`src/rtl/pipe_pkg.sv`:
```
// Shared defaults and helpers for the generic elastic pipeline register chain.
package pipe_pkg;

   localparam int DEF_WIDTH  = 32;
   localparam int DEF_DEPTH  = 4;
   localparam int DEF_SIDX_W = $clog2(DEF_DEPTH);

   typedef logic [DEF_SIDX_W-1:0] stage_idx_t;

   // Kill counter must stick at all-ones rather than wrap.
   function automatic logic [15:0] sat_add16(input logic [15:0] a, input logic [15:0] b);
      logic [16:0] s;
      s = {1'b0, a} + {1'b0, b};
      return s[16] ? 16'hFFFF : s[15:0];
   endfunction

endpackage

```
`src/rtl/pipe_stage.sv`:
```
// One pipeline slot: valid bit plus payload, with kill > hold > bubble > load priority.
module pipe_stage #(
   parameter int WIDTH = 32
)(
   input  logic             clock,
   input  logic             reset,
   input  logic             load,
   input  logic             bubble,
   input  logic             hold,
   input  logic             kill,
   input  logic             src_valid,
   input  logic [WIDTH-1:0] src_data,
   output logic             valid,
   output logic             valid_nxt,
   output logic [WIDTH-1:0] data
);

   logic take;

   always_comb begin
      valid_nxt = valid;
      if (kill)
         valid_nxt = 1'b0;
      else if (hold)
         valid_nxt = valid;
      else if (load)
         valid_nxt = src_valid && !bubble;
   end

   // Payload only moves on a real transfer; empty slots keep stale data.
   assign take = load && src_valid && !bubble && !hold && !kill;

   always_ff @(posedge clock or negedge reset) begin
      if (!reset) begin
         valid <= 1'b0;
         data  <= '0;
      end else begin
         valid <= valid_nxt;
         if (take)
            data <= src_data;
      end
   end

endmodule

```
`src/rtl/pipe_chain.sv`:
```
// Generic elastic pipe-register chain: combinational ready path, registered valid/data,
// per-stage hold/bubble and flush, occupancy and saturating kill counters.
module pipe_chain
   import pipe_pkg::*;
#(
   parameter  int WIDTH  = DEF_WIDTH,
   parameter  int DEPTH  = DEF_DEPTH,
   parameter  int SIDX_W = $clog2(DEPTH),
   localparam int OCC_W  = $clog2(DEPTH + 1)
)(
   input  logic                   clock,
   input  logic                   reset,
   input  logic                   in_valid,
   output logic                   in_ready,
   input  logic [WIDTH-1:0]       in_data,
   output logic                   out_valid,
   input  logic                   out_ready,
   output logic [WIDTH-1:0]       out_data,
   input  logic                   hold_en,
   input  logic [SIDX_W-1:0]      hold_stage,
   input  logic                   flush_en,
   input  logic [SIDX_W-1:0]      flush_stage,
   output logic [DEPTH-1:0]       stage_valid,
   output logic [DEPTH*WIDTH-1:0] stage_data,
   output logic [OCC_W-1:0]       occupancy,
   output logic [15:0]            kill_count
);

   logic [DEPTH-1:0]            held, flush_m, bubble, valid, valid_nxt, src_valid;
   logic [DEPTH:0]              rdy;
   logic [DEPTH-1:0][WIDTH-1:0] data_q, src_data;
   logic [OCC_W-1:0]            occ_nxt, occ_q;
   logic [15:0]                 kill_n, kill_q;

   // Thermometer masks; an index past the last stage naturally covers every stage.
   always_comb begin
      for (int i = 0; i < DEPTH; i++) begin
         held[i]    = hold_en  && (i <= int'(hold_stage));
         flush_m[i] = flush_en && (i <= int'(flush_stage));
      end
   end

   always_comb begin
      rdy        = '0;
      rdy[DEPTH] = out_ready && !held[DEPTH-1];
      for (int i = DEPTH - 1; i >= 0; i--)
         rdy[i] = !valid[i] || rdy[i+1];
   end

   assign in_ready = reset && rdy[0] && !held[0] && !flush_en;

   // A stage fed by a frozen or killed neighbour takes a bubble instead of its entry.
   always_comb begin
      src_valid[0] = in_valid && in_ready;
      src_data[0]  = in_data;
      bubble[0]    = 1'b0;
      for (int i = 1; i < DEPTH; i++) begin
         src_valid[i] = valid[i-1];
         src_data[i]  = data_q[i-1];
         bubble[i]    = (held[i-1] && !held[i]) || flush_m[i-1];
      end
   end

   for (genvar g = 0; g < DEPTH; g++) begin : g_stage
      pipe_stage #(.WIDTH(WIDTH)) u_stage (
         .clock     (clock),
         .reset     (reset),
         .load      (rdy[g]),
         .bubble    (bubble[g]),
         .hold      (held[g]),
         .kill      (flush_m[g]),
         .src_valid (src_valid[g]),
         .src_data  (src_data[g]),
         .valid     (valid[g]),
         .valid_nxt (valid_nxt[g]),
         .data      (data_q[g])
      );
   end

   always_comb begin
      occ_nxt = '0;
      kill_n  = '0;
      for (int i = 0; i < DEPTH; i++) begin
         occ_nxt = occ_nxt + OCC_W'(valid_nxt[i]);
         kill_n  = kill_n + 16'(valid[i] && flush_m[i]);
      end
   end

   always_ff @(posedge clock or negedge reset) begin
      if (!reset) begin
         occ_q  <= '0;
         kill_q <= '0;
      end else begin
         occ_q  <= occ_nxt;
         kill_q <= sat_add16(kill_q, kill_n);
      end
   end

   assign out_valid   = valid[DEPTH-1] && !held[DEPTH-1];
   assign out_data    = data_q[DEPTH-1];
   assign stage_valid = valid;
   assign stage_data  = data_q;
   assign occupancy   = occ_q;
   assign kill_count  = kill_q;

endmodule

```
`config.mk`:
```
export PLATFORM = sky130hd
export DESIGN_NAME = pipe_chain
export DESIGN_NICKNAME = d
export VERILOG_FILES = /design/src/rtl/pipe_pkg.sv /design/src/rtl/pipe_stage.sv /design/src/rtl/pipe_chain.sv
export SDC_FILE = /design/constraint.sdc
export NUM_CORES = 1
export LEC_CHECK = 0
export BUFFER_PORTS_ARGS = -buffer_cell sky130_fd_sc_hd__buf_2
export CAP_MARGIN = 20
export CORE_MARGIN = 2
export CORE_UTILIZATION = 50
export CTS_BUF_LIST = sky130_fd_sc_hd__clkbuf_4 sky130_fd_sc_hd__clkbuf_8 sky130_fd_sc_hd__clkbuf_16
export DETAILED_ROUTE_END_ITERATION = 7
export GPL_ROUTABILITY_DRIVEN = 0
export GPL_TIMING_DRIVEN = 0
export MAX_ROUTING_LAYER = met4
export PLACE_DENSITY = 0.8
export SETUP_SLACK_MARGIN = 0.3
export SYNTH_ARGS = -nofsm -noshare
export SYNTH_HDL_FRONTEND = slang
export SYNTH_SLANG_ARGS = --single-unit
```
`constraint.sdc`:
```
create_clock -name clock -period 3.5 [get_ports clock]
set_input_delay 0.35 -clock clock [delete_from_list [all_inputs] [get_ports clock]]
set_output_delay 0.35 -clock clock [all_outputs]
set_load 0.01 [all_outputs]
```
# Word level (Yosys, flattened, before mapping)

Index checks and enable logic that the tools add are counted.

Register bits after elaboration: 151
Word-level logic and storage cells: 95

Multiplexer cells: 13
$lt $le $gt $ge: 6
Reductions and logical operators: 59
$add $sub $neg: 7

Operator list:

| operator                                                                        | number |
|---|---|
| 1-bit logical AND                                                               | 37 |
| 16-bit by 4-bit adder with 17-bit output                                        | 1 |
| 16-bit 2-to-1 mux                                                               | 1 |
| 1-bit zero test                                                                 | 15 |
| 1-bit 2-to-1 mux                                                                | 12 |
| 2-bit less-or-equal comparator, first input constant                            | 4 |
| 1-bit logical OR                                                                | 7 |
| 2-bit by 1-bit adder with 3-bit output                                          | 2 |
| 1-bit by 1-bit adder with 2-bit output                                          | 2 |
| 3-bit by 1-bit adder with 4-bit output                                          | 1 |
| 1-bit by 2-bit less-or-equal comparator with 1-bit output, first input constant | 2 |
| 3-bit by 1-bit adder with 3-bit output                                          | 1 |

# Longest topological paths before layout

Gate-level depths: netlist (run 1).

Depth after elaboration: 18
Mapped depth: 11
Mapped depth without buffers: 10

# Hierarchy

From an unflattened synthesis (run 1), not the netlist that was laid out.

Cells, all modules: 450
Area total of the unflattened synthesis: 7,018.0 µm²

Modules (own cells, without submodules):

| module     | area an instance (µm²) | seq. area each (µm²) | instances | cells each |
|---|---|---|---|---|
| pipe_stage | 1,403.8                | 825.8                | 4         | 74 |
| pipe_chain | 1,402.6                | 475.5                | 1         | 154 |

# Worst setup path after synthesis (run 1)

Ideal clock, no wire load.

Path kind: reg2reg
From: register g_stage[1].u_stage.valid
To: register kill_q[4], in the netlist kill_count[4]
Slack: 498 ps
Stages on the path, launching flop included: 11
Setup time: 142 ps
Path buffers: 2
Clock period less this slack: 3,002 ps
Data arrival time: 2,860 ps
Path through: dfrtp_1 > o211ai_1 > fa_1 > inv_1 > fa_1 > fa_1 > and4_1 > clkbuf_1 > nand4_1 > clkbuf_1 > o21ai_0

Word-level cells in the longest chain between the ends: 6

RTL lines:

| what                                     | line             | source |
|---|---|---|
| start, declared                          | pipe_stage.sv:13 | `output logic valid,` |
| start signal, assigned                   | pipe_stage.sv:38 | `valid <= valid_nxt;` |
| 1-bit logical AND                        | pipe_chain.sv:85 | `kill_n = kill_n + 16'(valid[i] && flush_m[i]);` |
| 1-bit by 1-bit adder with 2-bit output   | pipe_chain.sv:85 |  |
| 2-bit by 1-bit adder with 3-bit output   | pipe_chain.sv:85 |  |
| 3-bit by 1-bit adder with 4-bit output   | pipe_chain.sv:85 |  |
| 16-bit by 4-bit adder with 17-bit output | pipe_pkg.sv:13   | `s = {1'b0, a} + {1'b0, b};` |
| 16-bit 2-to-1 mux                        | pipe_pkg.sv:14   | `return s[16] ? 16'hFFFF : s[15:0];` |
| end signal, assigned                     | pipe_chain.sv:95 | `kill_q <= sat_add16(kill_q, kill_n);` |
| end, declared                            | pipe_chain.sv:33 | `logic [15:0] kill_n, kill_q;` |

Every way passes these cells.
A chain may end at the register's enable or synchronous reset.

# Worst setup path after layout (run 1)

From: register g_stage[3].u_stage.valid
To: register kill_q[6], in the netlist kill_count[6]

Word-level cells in the longest chain between the ends: 4

RTL lines:

| what                                     | line |
|---|---|
| start, declared                          | pipe_stage.sv:13 |
| start signal, assigned                   | pipe_stage.sv:38 |
| 1-bit logical AND                        | pipe_chain.sv:85 |
| 3-bit by 1-bit adder with 4-bit output   | pipe_chain.sv:85 |
| 16-bit by 4-bit adder with 17-bit output | pipe_pkg.sv:13 |
| 16-bit 2-to-1 mux                        | pipe_pkg.sv:14 |

Every way passes these cells.

==> results.txt, run 1 <==
- End of the worst register-to-register path: kill_count[6]
* Tot Pwr: 4.617 mW
- Subtracting the final worst setup slack from the clock period gives 3.032 ns.
* Insertion delay to the later sink of the worst-skew pair: 0.41 ns
- Across the whole layout, storage elements account for 3780 um^2.
- Proportion of netlist area held by the largest area contributor: 60.15%
- In the routed layout, each cell is associated on average with a via count of 5.003.
- Cell types occupying the most area after synthesis: dfrtp_1 60%, mux2_2 18%, mux2_1 5.7%, buf_4 4.7%, fa_1 1.3%
- Count of inserted antenna diode cells: 0
- After global routing the overflow that remains totals 0.
* Required time at the endpoint of the critical path: 3.78 ns
- STA classifies the critical path endpoint as a flop.
- Across the run, the number of max-cap violations was 0.
* Netlist area before placement: 6282 um^2
- Antenna violations before repair: 0
- Net count reported at finish: 733
* Number of clock buffers inserted by TritonCTS: 17
- The hold violation count in the final report came to 0.
- Headroom to the max-slew limit came out at 52.69%.
- Dividing total power by cell area gives a power density of 557.5 nW/um^2.
- Top fanout value on the critical path: 10
* Area growth from synthesis to layout: 31.83%
- Global-route met1 utilization: 25.23%
- The via count of the first global-routing pass is 4,223.
- In this run the register-to-register setup slack is 0.47 ns.
- Buffers placed on the I/O ports in this run total 226.
- Global routing met2 resource utilization: 36.30%
* 1st-iter DRT viols: 178
- Of the cells placed in the final design, the portion with a size suffix greater than 1 is 59.34%.
* Final hold slack: 0.1555 ns
- Row count: 40
- Worst setup endpoint: kill_count[6]
- Max Transition Viols Final: 0
* GRT Util Overall: 21.58%
* Worst Reg2Reg Path Length in Cells: 10
- Setup repair after global routing left no endpoint under its margin.
* Multi-input gate area: 2117 um^2
* Die Width: 116.1 um
- For this run, the slowest stage of the critical path takes 0.51 ns.
* Layout Skew: 0.008558 ns
- After synthesis, the share of flip-flops with an asynchronous set or reset is 100.0%.
- The worst register-to-register path begins at g_stage[3].u_stage.valid.
* Number of optimization iterations in the first detailed-route pass: 4
- Cell count after placement: 829
- Clock tree from TritonCTS: built
* Clock-pin transition on the worst setup and hold timing paths: 0.06 ns
- The first global-routing pass estimated 21.38 mm of wire.
- Setup total negative slack on the finished layout was measured at 0 ns.
- Number of synthesized flops with an enable pin: 0
* Filler Cells Inserted: 925
* Startpoint types: flop
- Across all layers, the routed design uses 4,323 vias.
* Kind of critical path: reg -> reg
- STA puts the critical path data arrival time at 3.31 ns.
- Clock tree synthesis selected as its root buffer the cell clkbuf_16.
* Mapped Nets: 483
- Critical-path cell list: nand2_1 > fa_1 > inv_1 > fa_1 > fa_1 > and4_1 > clkbuf_1 > nand4_1 > clkbuf_4 > o21ai_0
- Most area-hungry cell type in the Yosys netlist: dfrtp_1
- A synthesized cell averages 14.48 um^2.
- CTS saw 151 sinks.
- For this run, the number of Yosys warnings is 0.
- Prevailing post-synth register cell: dfrtp_1
* Hpwl dp: 9.899 mm
- For the pin with the worst max-slew slack, the measured transition is 0.7097 ns.
- 227 I/O pins were placed.
- On the critical path, the stage with the largest delay is an instance of fa_1.
- The finished layout holds 864 standard cells, fillers aside.
- met2 is the most crowded layer.
* Met3 Usage GRT: 4.878%
- The share of the Yosys chip area taken by registers is 60.15%.
* Post-synthesis instance total: 434
* Highest clock frequency the design can meet: 329.9 MHz
* IR Drop Worst-Case VDD: 0.0003623 V
* Floorplan core area: 12,160 um^2
- Classification of the worst-slack hold path: in -> reg
- Average routed wire per standard cell: 16.09 um
- Run status: completed
- The count of nets left with antenna violations once routing finished came out at 0.
- Cell mode on critical path: fa_1
- The floorplan step defined a die boundary enclosing 13,480 um^2.
* Number of synthesized register bits: 151
- Die height: 116.1 um
* Setup crit start: g_stage[3].u_stage.valid
- Leakage power figure: 4.669 nW
* Count of distinct cell types in the synthesized netlist: 33
- In the routed design, unresolved DRC markers number 0.
* Most frequent cells after synthesis: 151 x dfrtp_1, 98 x mux2_2, 39 x buf_4
* Largest buffer count on any clock path: 2
* Depth of the CTS H-tree: 4
* Ratio of final minimum period to clock period: 86.62%
- Maximum number of pins on one net before global-route repair: 79
- The most common cell in the synthesized netlist is dfrtp_1.
- Summed over all layers, the routed wires come to 13.90 mm.
- For this configuration, the core starts out at a cell density of 51.66%.
- Setup violations remaining at the end of the flow were counted as 0.
-- where the power goes --
group / internal [mW] / switching (mW)
sequential: 1.98 / 0.169
combinational: 0.340 / 0.346
clock: 1.12 / 0.664
total: 3.44 / 1.18
-- sequential cells by signal, indices dropped and copies added, names as in the netlist --
name	flops
occupancy	3
g_stage.u_stage.valid	4
kill_count	16
g_stage.u_stage.data	128
-- cell type report --
cell class	count	share of cell area, %
Multi-Input combinational cell	227	25.56
Buffer	50	4.442
Clock inverter	7	1.163
Inverter	6	0.2719
Clock buffer	24	5.922
Sequential cell	151	45.64
Tap cell	168	2.538
Timing Repair Buffer	231	14.46
-- metal layers --
| metal | up-vias | wire [um] |
|---|---|---|
| met5 | - | 0 |
| met4 | 0 | 280 |
| met3 | 24 | 630 |
| met2 | 137 | 7234 |
| met1 | 2170 | 5754 |
| li1 | 1992 | - |
-- how the worst min path moves through the flow --
| stage | slack (ns) | endpoint | startpoint | depth (start not counted) |
|---|---|---|---|---|
| finish | 0.16 | g_stage[0].u_stage.data[25] | in_data[25] | 2 |
| global route | 0.14 | g_stage[0].u_stage.data[26] | in_data[26] | 2 |
| detailed placement | 0.43 | kill_count[14] | reset | 1 |
| CTS | 0.14 | g_stage[0].u_stage.data[23] | in_data[23] | 2 |
| global placement | 0.48 | g_stage[0].u_stage.data[14] | g_stage[0].u_stage.data[14] | 1 |
| floorplan | 0.05 | g_stage[0].u_stage.data[0] | reset | 0 |
-- through the flow --
stage	util [%]	cell area [um^2]	setup WS [ns]
final	68.10	8282	0.4684
after global routing	68.10	8282	0.3076
after CTS	67.89	8257	0.3649
after detailed placement	62.96	7657	-0.004914
after global placement	62.69	7624	-1.032
after floorplan	-	6282	0.4976
-- critical path, delay by kind of cell (launching register included) --
kind	cells	cell delay [ns]
adder cells (fa/ha/maj)	3	1.42
AND/OR/NAND/NOR	3	0.51
buffers and inverters	3	0.48
flip-flops	1	0.40
AO/OA/AOI/OAI	1	0.11
-- layout by cell type (no fill, tap or decap), types with 4 or more instances in the layout --
cell type,n
nand3_1,9
xnor2_1,5
buf_2,231
nand2_1,19
and3_1,8
and4_1,5
inv_1,6
buf_4,42
clkbuf_4,6
mux2_1,32
buf_6,4
mux2_2,98
o21ai_0,7
dfrtp_1,150
clkbuf_16,17
nor2_1,6
fa_1,4
a21oi_1,8
-- what timing repair did --
action / in CTS / in global routing
hold buffers: 1 / 0
hold endpoints to repair: 34 / 0
gates resized for setup: 2 / 2
endpoints found under the setup margin: 10 / 13
setup buffers: 0 / 3
gates cloned: 0 / 0
-- kinds of logic (layout without fill, tap and decap cells) --
kind of cell | after synthesis | count (layout) | synth area share (%)
AND/OR/NAND/NOR | 61 | 61 | 5.138
multiplexers | 131 | 131 | 23.46
buffers and inverters | 56 | 318 | 6.154
AO/OA/AOI/OAI | 22 | 22 | 2.390
XOR/XNOR | 6 | 6 | 0.8365
flip-flops | 151 | 151 | 60.15
adder cells (fa/ha/maj) | 7 | 7 | 1.872
Power figures use the tool's default switching activity.
==> run 2: changes to the inputs <==
--- a/config.mk
+++ b/config.mk
@@ -5,6 +5,7 @@
 export SDC_FILE = /design/constraint.sdc
 export NUM_CORES = 1
 export LEC_CHECK = 0
+export ABC_AREA = 1
 export BUFFER_PORTS_ARGS = -buffer_cell sky130_fd_sc_hd__buf_2
 export CAP_MARGIN = 20
 export CORE_MARGIN = 2
==> results.txt, run 2 <==
* Final min period: 2.954 ns (-0.07741 ns)
* Post-DRT Antenna Nets: 0 (unchanged)
- Setup slack, reg-to-reg: 0.55 ns (+0.08 ns)
- 1st-iter DRT viols: 371 (+110%)
- The proportion of register bits with asynchronous set or reset after synthesis was 100.0% (unchanged).
- Final setup vio count: 0 (unchanged)
* Post-Synthesis Mean Instance Area: 9.223 um^2 (-36%)
- Number of remaining DRC errors: 0 (unchanged)
- The count of flip-flops with a built-in enable after synthesis came to 0 (unchanged).
* Most frequent cells after synthesis: 172 x nand2_1, 151 x dfrtp_1, 89 x inv_1
- The most used flip-flop cell after synthesis is dfrtp_1.
* Number of clock buffers inserted by TritonCTS: 17 (unchanged)
- The signal arrival time at the worst endpoint was 3.24 ns (-0.07 ns).
* Area growth from synthesis to layout: 30.60%
- In this run the critical register-to-register path is captured at kill_count[12].
* Insertion delay to the later sink of the worst-skew pair: 0.41 ns (about the same)
* Max-cap violation count: 0 (unchanged)
* Highest-count cells in the layout ignoring fill and taps: 237 x buf_2, 172 x nand2_1, 150 x dfrtp_1
- The power density of the placed cells came to 678.9 nW/um^2 (+22%).
- The cell count after synthesis is 709 (+63%).
* Max Transition Viols Final: 0 (unchanged)
- The area of the core was 12,670 um^2 (+4.2%).
* Count of final hold-check violations: 0 (unchanged)
- STA classifies the critical path endpoint as a flop.
- The worst slew slack as a fraction of its limit is 60.73% (+8.0 points).
* Netlist area before placement: 6539 um^2 (+4.1%)
- Vias after detailed routing: 5,527 (+28%)
- Dominant cell by count in the synthesized netlist: nand2_1
* Antenna violations before repair: 1 (+1)
* Post-Route WL: 16.49 mm (+19%)
- Layout Skew: 0.007804 ns (-0.0007543 ns)
- Required time at the endpoint of the critical path: 3.79 ns (about the same)
* Ratio of final minimum period to clock period: 84.40% (-2.2 points)
* Initial Utilization: 51.60% (-0.052 points)
- The sequential cell area fraction in the yosys report came to 57.79% (-2.4 points).
- Clock-pin transition on the worst setup and hold timing paths: 0.06 ns (about the same)
- Area enclosed by the die boundary: 14,010 um^2 (+3.9%)
- The peak supply drop was 0.0003244 V (-10%).
- Clock tree from TritonCTS: built
* Final hold slack: 0.1728 ns (+0.01734 ns)
* First-pass GRT wire length: 27.41 mm (+28%)
- The net count after synthesis was 758 (+57%).
- Top routing layer used: met4
- CTS placed an instance of clkbuf_16 at the clock tree root.
- Maximum number of pins on one net before global-route repair: 81 (+2.5%)
- Num Clock Sinks: 151 (unchanged)
* Die height: 118.4 um (+2.0%)
- The transition time at the pin with the least slew margin came to 0.5890 ns (-0.1207 ns).
- Number of synthesized register bits: 151 (unchanged)
- Setup crit start: g_stage[3].u_stage.valid
- Worst Reg2Reg Path Length in Cells: 12 (+2)
- Cell types occupying the most area after synthesis: dfrtp_1 58%, nand2_1 9.9%, inv_1 5.1%, o21ai_0 4.8%, buf_4 4.8%
- Number of input and output port buffers inserted: 225 (-0.44%)
- Share of layout cells above drive strength 1: 36.36% (-23 points)
- dfrtp_1 takes more of the synthesized area than any other cell.
- Flip-flop count of the largest register after layout: 128 (unchanged)
* Met1 routed wirelength after detailed routing: 7.075 mm (+23%)
* Run status: completed
- The fill cell total of the finished layout came to 1,045 (+13%).
- The die extent in x was 118.4 um (+2.0%).
* Count of distinct cell types in the synthesized netlist: 31 (-6.1%)
- Classification of the worst-slack hold path: in -> reg
- The fmax is 338.5 MHz (+2.6%).
* Hpwl dp: 12.17 mm (+23%)
* Via count of the first global-routing pass: 5,396 (+28%)
* Kind of critical path: reg -> reg
* Remaining global-route overflow: 0 (unchanged)
- In this run the critical register-to-register path is launched from g_stage[3].u_stage.valid.
- Final-layout setup total negative slack: 0 ns (unchanged)
* RSZ-0062 raised after global routing: no
* Worst setup endpoint: kill_count[12]
* Top register by number of flip-flops: g_stage.u_stage.data
* Row count: 41 (+2.5%)
- STA classifies the critical path startpoint as a flop.
- The number of warnings reported in the yosys synthesis log came to 0 (unchanged).
- The total routing resource utilization after global routing came to 25.41% (+3.8 points).
* Wire length on met3: 863 um (+37%)
- The top-level port count is 227 (unchanged).
* Depth of the CTS H-tree: 4 (unchanged)
- Average routed wire per standard cell: 14.45 um (-10%)
- Proportion of netlist area held by the largest area contributor: 57.79% (-2.4 points)
- Most common library cell in the layout ignoring fill and taps: buf_2
- Largest buffer count on any clock path: 2 (unchanged)
- Top fanout value on the critical path: 10 (unchanged)
* Via density: 4.844 (-3.2%)
* Met2 wirelength from detailed routing: 8.280 mm (+14%)
* Number of optimization iterations in the first detailed-route pass: 5 (+1)
- The final net count is 1,004 (+37%).
- The leakage power total came to 4.906 nW (+5.1%).
-- run 2: changes by cell type after synthesis, moves of 18 or more --
cell     delta
nor2_1     +38
nand2_1   +153
inv_1      +83
mux2_2     -98
mux2_1     -32
nand3_1    +39
o21ai_0    +56
a21oi_2    +18
-- run 2: layer usage --
metal / GRT usage (%) / vias up
li1: - / 2687
met1: 31.66 / 2645
met5: - / -
met4: 9.639 / 0
met2: 40.75 / 172
met3: 5.598 / 23
-- run 2: through the flow --
| stage | util [%] | std cells | total power, mW | setup slack [ns] | instance area, um^2 |
|---|---|---|---|---|---|
| 2_1_floorplan | - | 709 | 3.252 | 0.7686 | 6539 |
| 3_3_place_gp | 62.19 | 1106 | 3.935 | -1.418 | 7880 |
| 3_5_place_dp | 62.46 | 1107 | 3.993 | 0.3376 | 7914 |
| 4_1_cts | 67.28 | 1140 | 5.850 | 0.3730 | 8524 |
| 5_1_grt | 67.39 | 1141 | 6.144 | 0.3004 | 8539 |
| 6_report | 67.39 | 1141 | 5.797 | 0.5458 | 8539 |
-- run 2: worst min-delay path by stage --
| stage | slack [ns] | cells past startpoint | from | end |
|---|---|---|---|---|
| after global routing | 0.16 | 3 | in_data[16] | g_stage[0].u_stage.data[16] |
| after detailed placement | 0.41 | 1 | reset | occupancy[2] |
| after global placement | 0.47 | 2 | g_stage[0].u_stage.data[18] | g_stage[0].u_stage.data[18] |
| after floorplan | 0.05 | 0 | reset | g_stage[0].u_stage.data[0] |
| after CTS | 0.15 | 3 | in_data[12] | g_stage[0].u_stage.data[12] |
| final | 0.17 | 3 | in_data[24] | g_stage[0].u_stage.data[24] |
-- run 2: layout make-up --
| cell class | count | area, um^2 | share of cell area, % |
|---|---|---|---|
| flip-flops and latches | 151 | 3780 | 44.26 |
| clock inverters | 13 | 153.9 | 1.802 |
| diodes | 1 | 2.502 | 0.02930 |
| multi-input cells | 403 | 1966 | 23.02 |
| inverters | 89 | 334.1 | 3.912 |
| clock buffers | 19 | 446.7 | 5.231 |
| plain buffers | 66 | 462.9 | 5.421 |
| well taps | 172 | 215.2 | 2.520 |
| repair buffers | 227 | 1179 | 13.80 |
-- run 2: power by group --
group | switching (mW) | internal, mW | total [mW]
clock network | 0.693 | 1.14 | 1.84
logic | 0.822 | 0.673 | 1.50
registers | 0.309 | 2.15 | 2.46
total | 1.82 | 3.97 | 5.80
-- run 2: what timing repair did --
action | in CTS | in global routing
endpoints found under the hold margin | 72 | 0
buffers inserted | 0 | 0
setup endpoints to repair | 0 | 10
hold buffers | 1 | 0
resized for setup | 0 | 5
-- run 2: kinds of logic (layout without fill, tap and decap cells) --
logic type | Yosys count | count (layout) | share of synthesized area [%]
AO/OA/AOI/OAI | 107 | 107 | 9.549
XOR/XNOR | 3 | 3 | 0.4019
adder cells (fa/ha/maj) | 7 | 7 | 1.799
buffers and inverters | 155 | 414 | 12.15
flip-flops | 151 | 151 | 57.79
other | 0 | 1 | 0
AND/OR/NAND/NOR | 286 | 286 | 18.31
-- run 2: worst max-delay path, stage by stage (launching register included) --
cell and delay (ns):
dfrtp_2 0.41, nand4_1 0.14, fa_1 0.53, inv_1 0.06
fa_1 0.46, fa_1 0.43, nand3_1 0.15, nor2_2 0.06
nand2_1 0.09, nor2_2 0.06, nand3_2 0.12, clkbuf_4 0.23
nand3_1 0.09
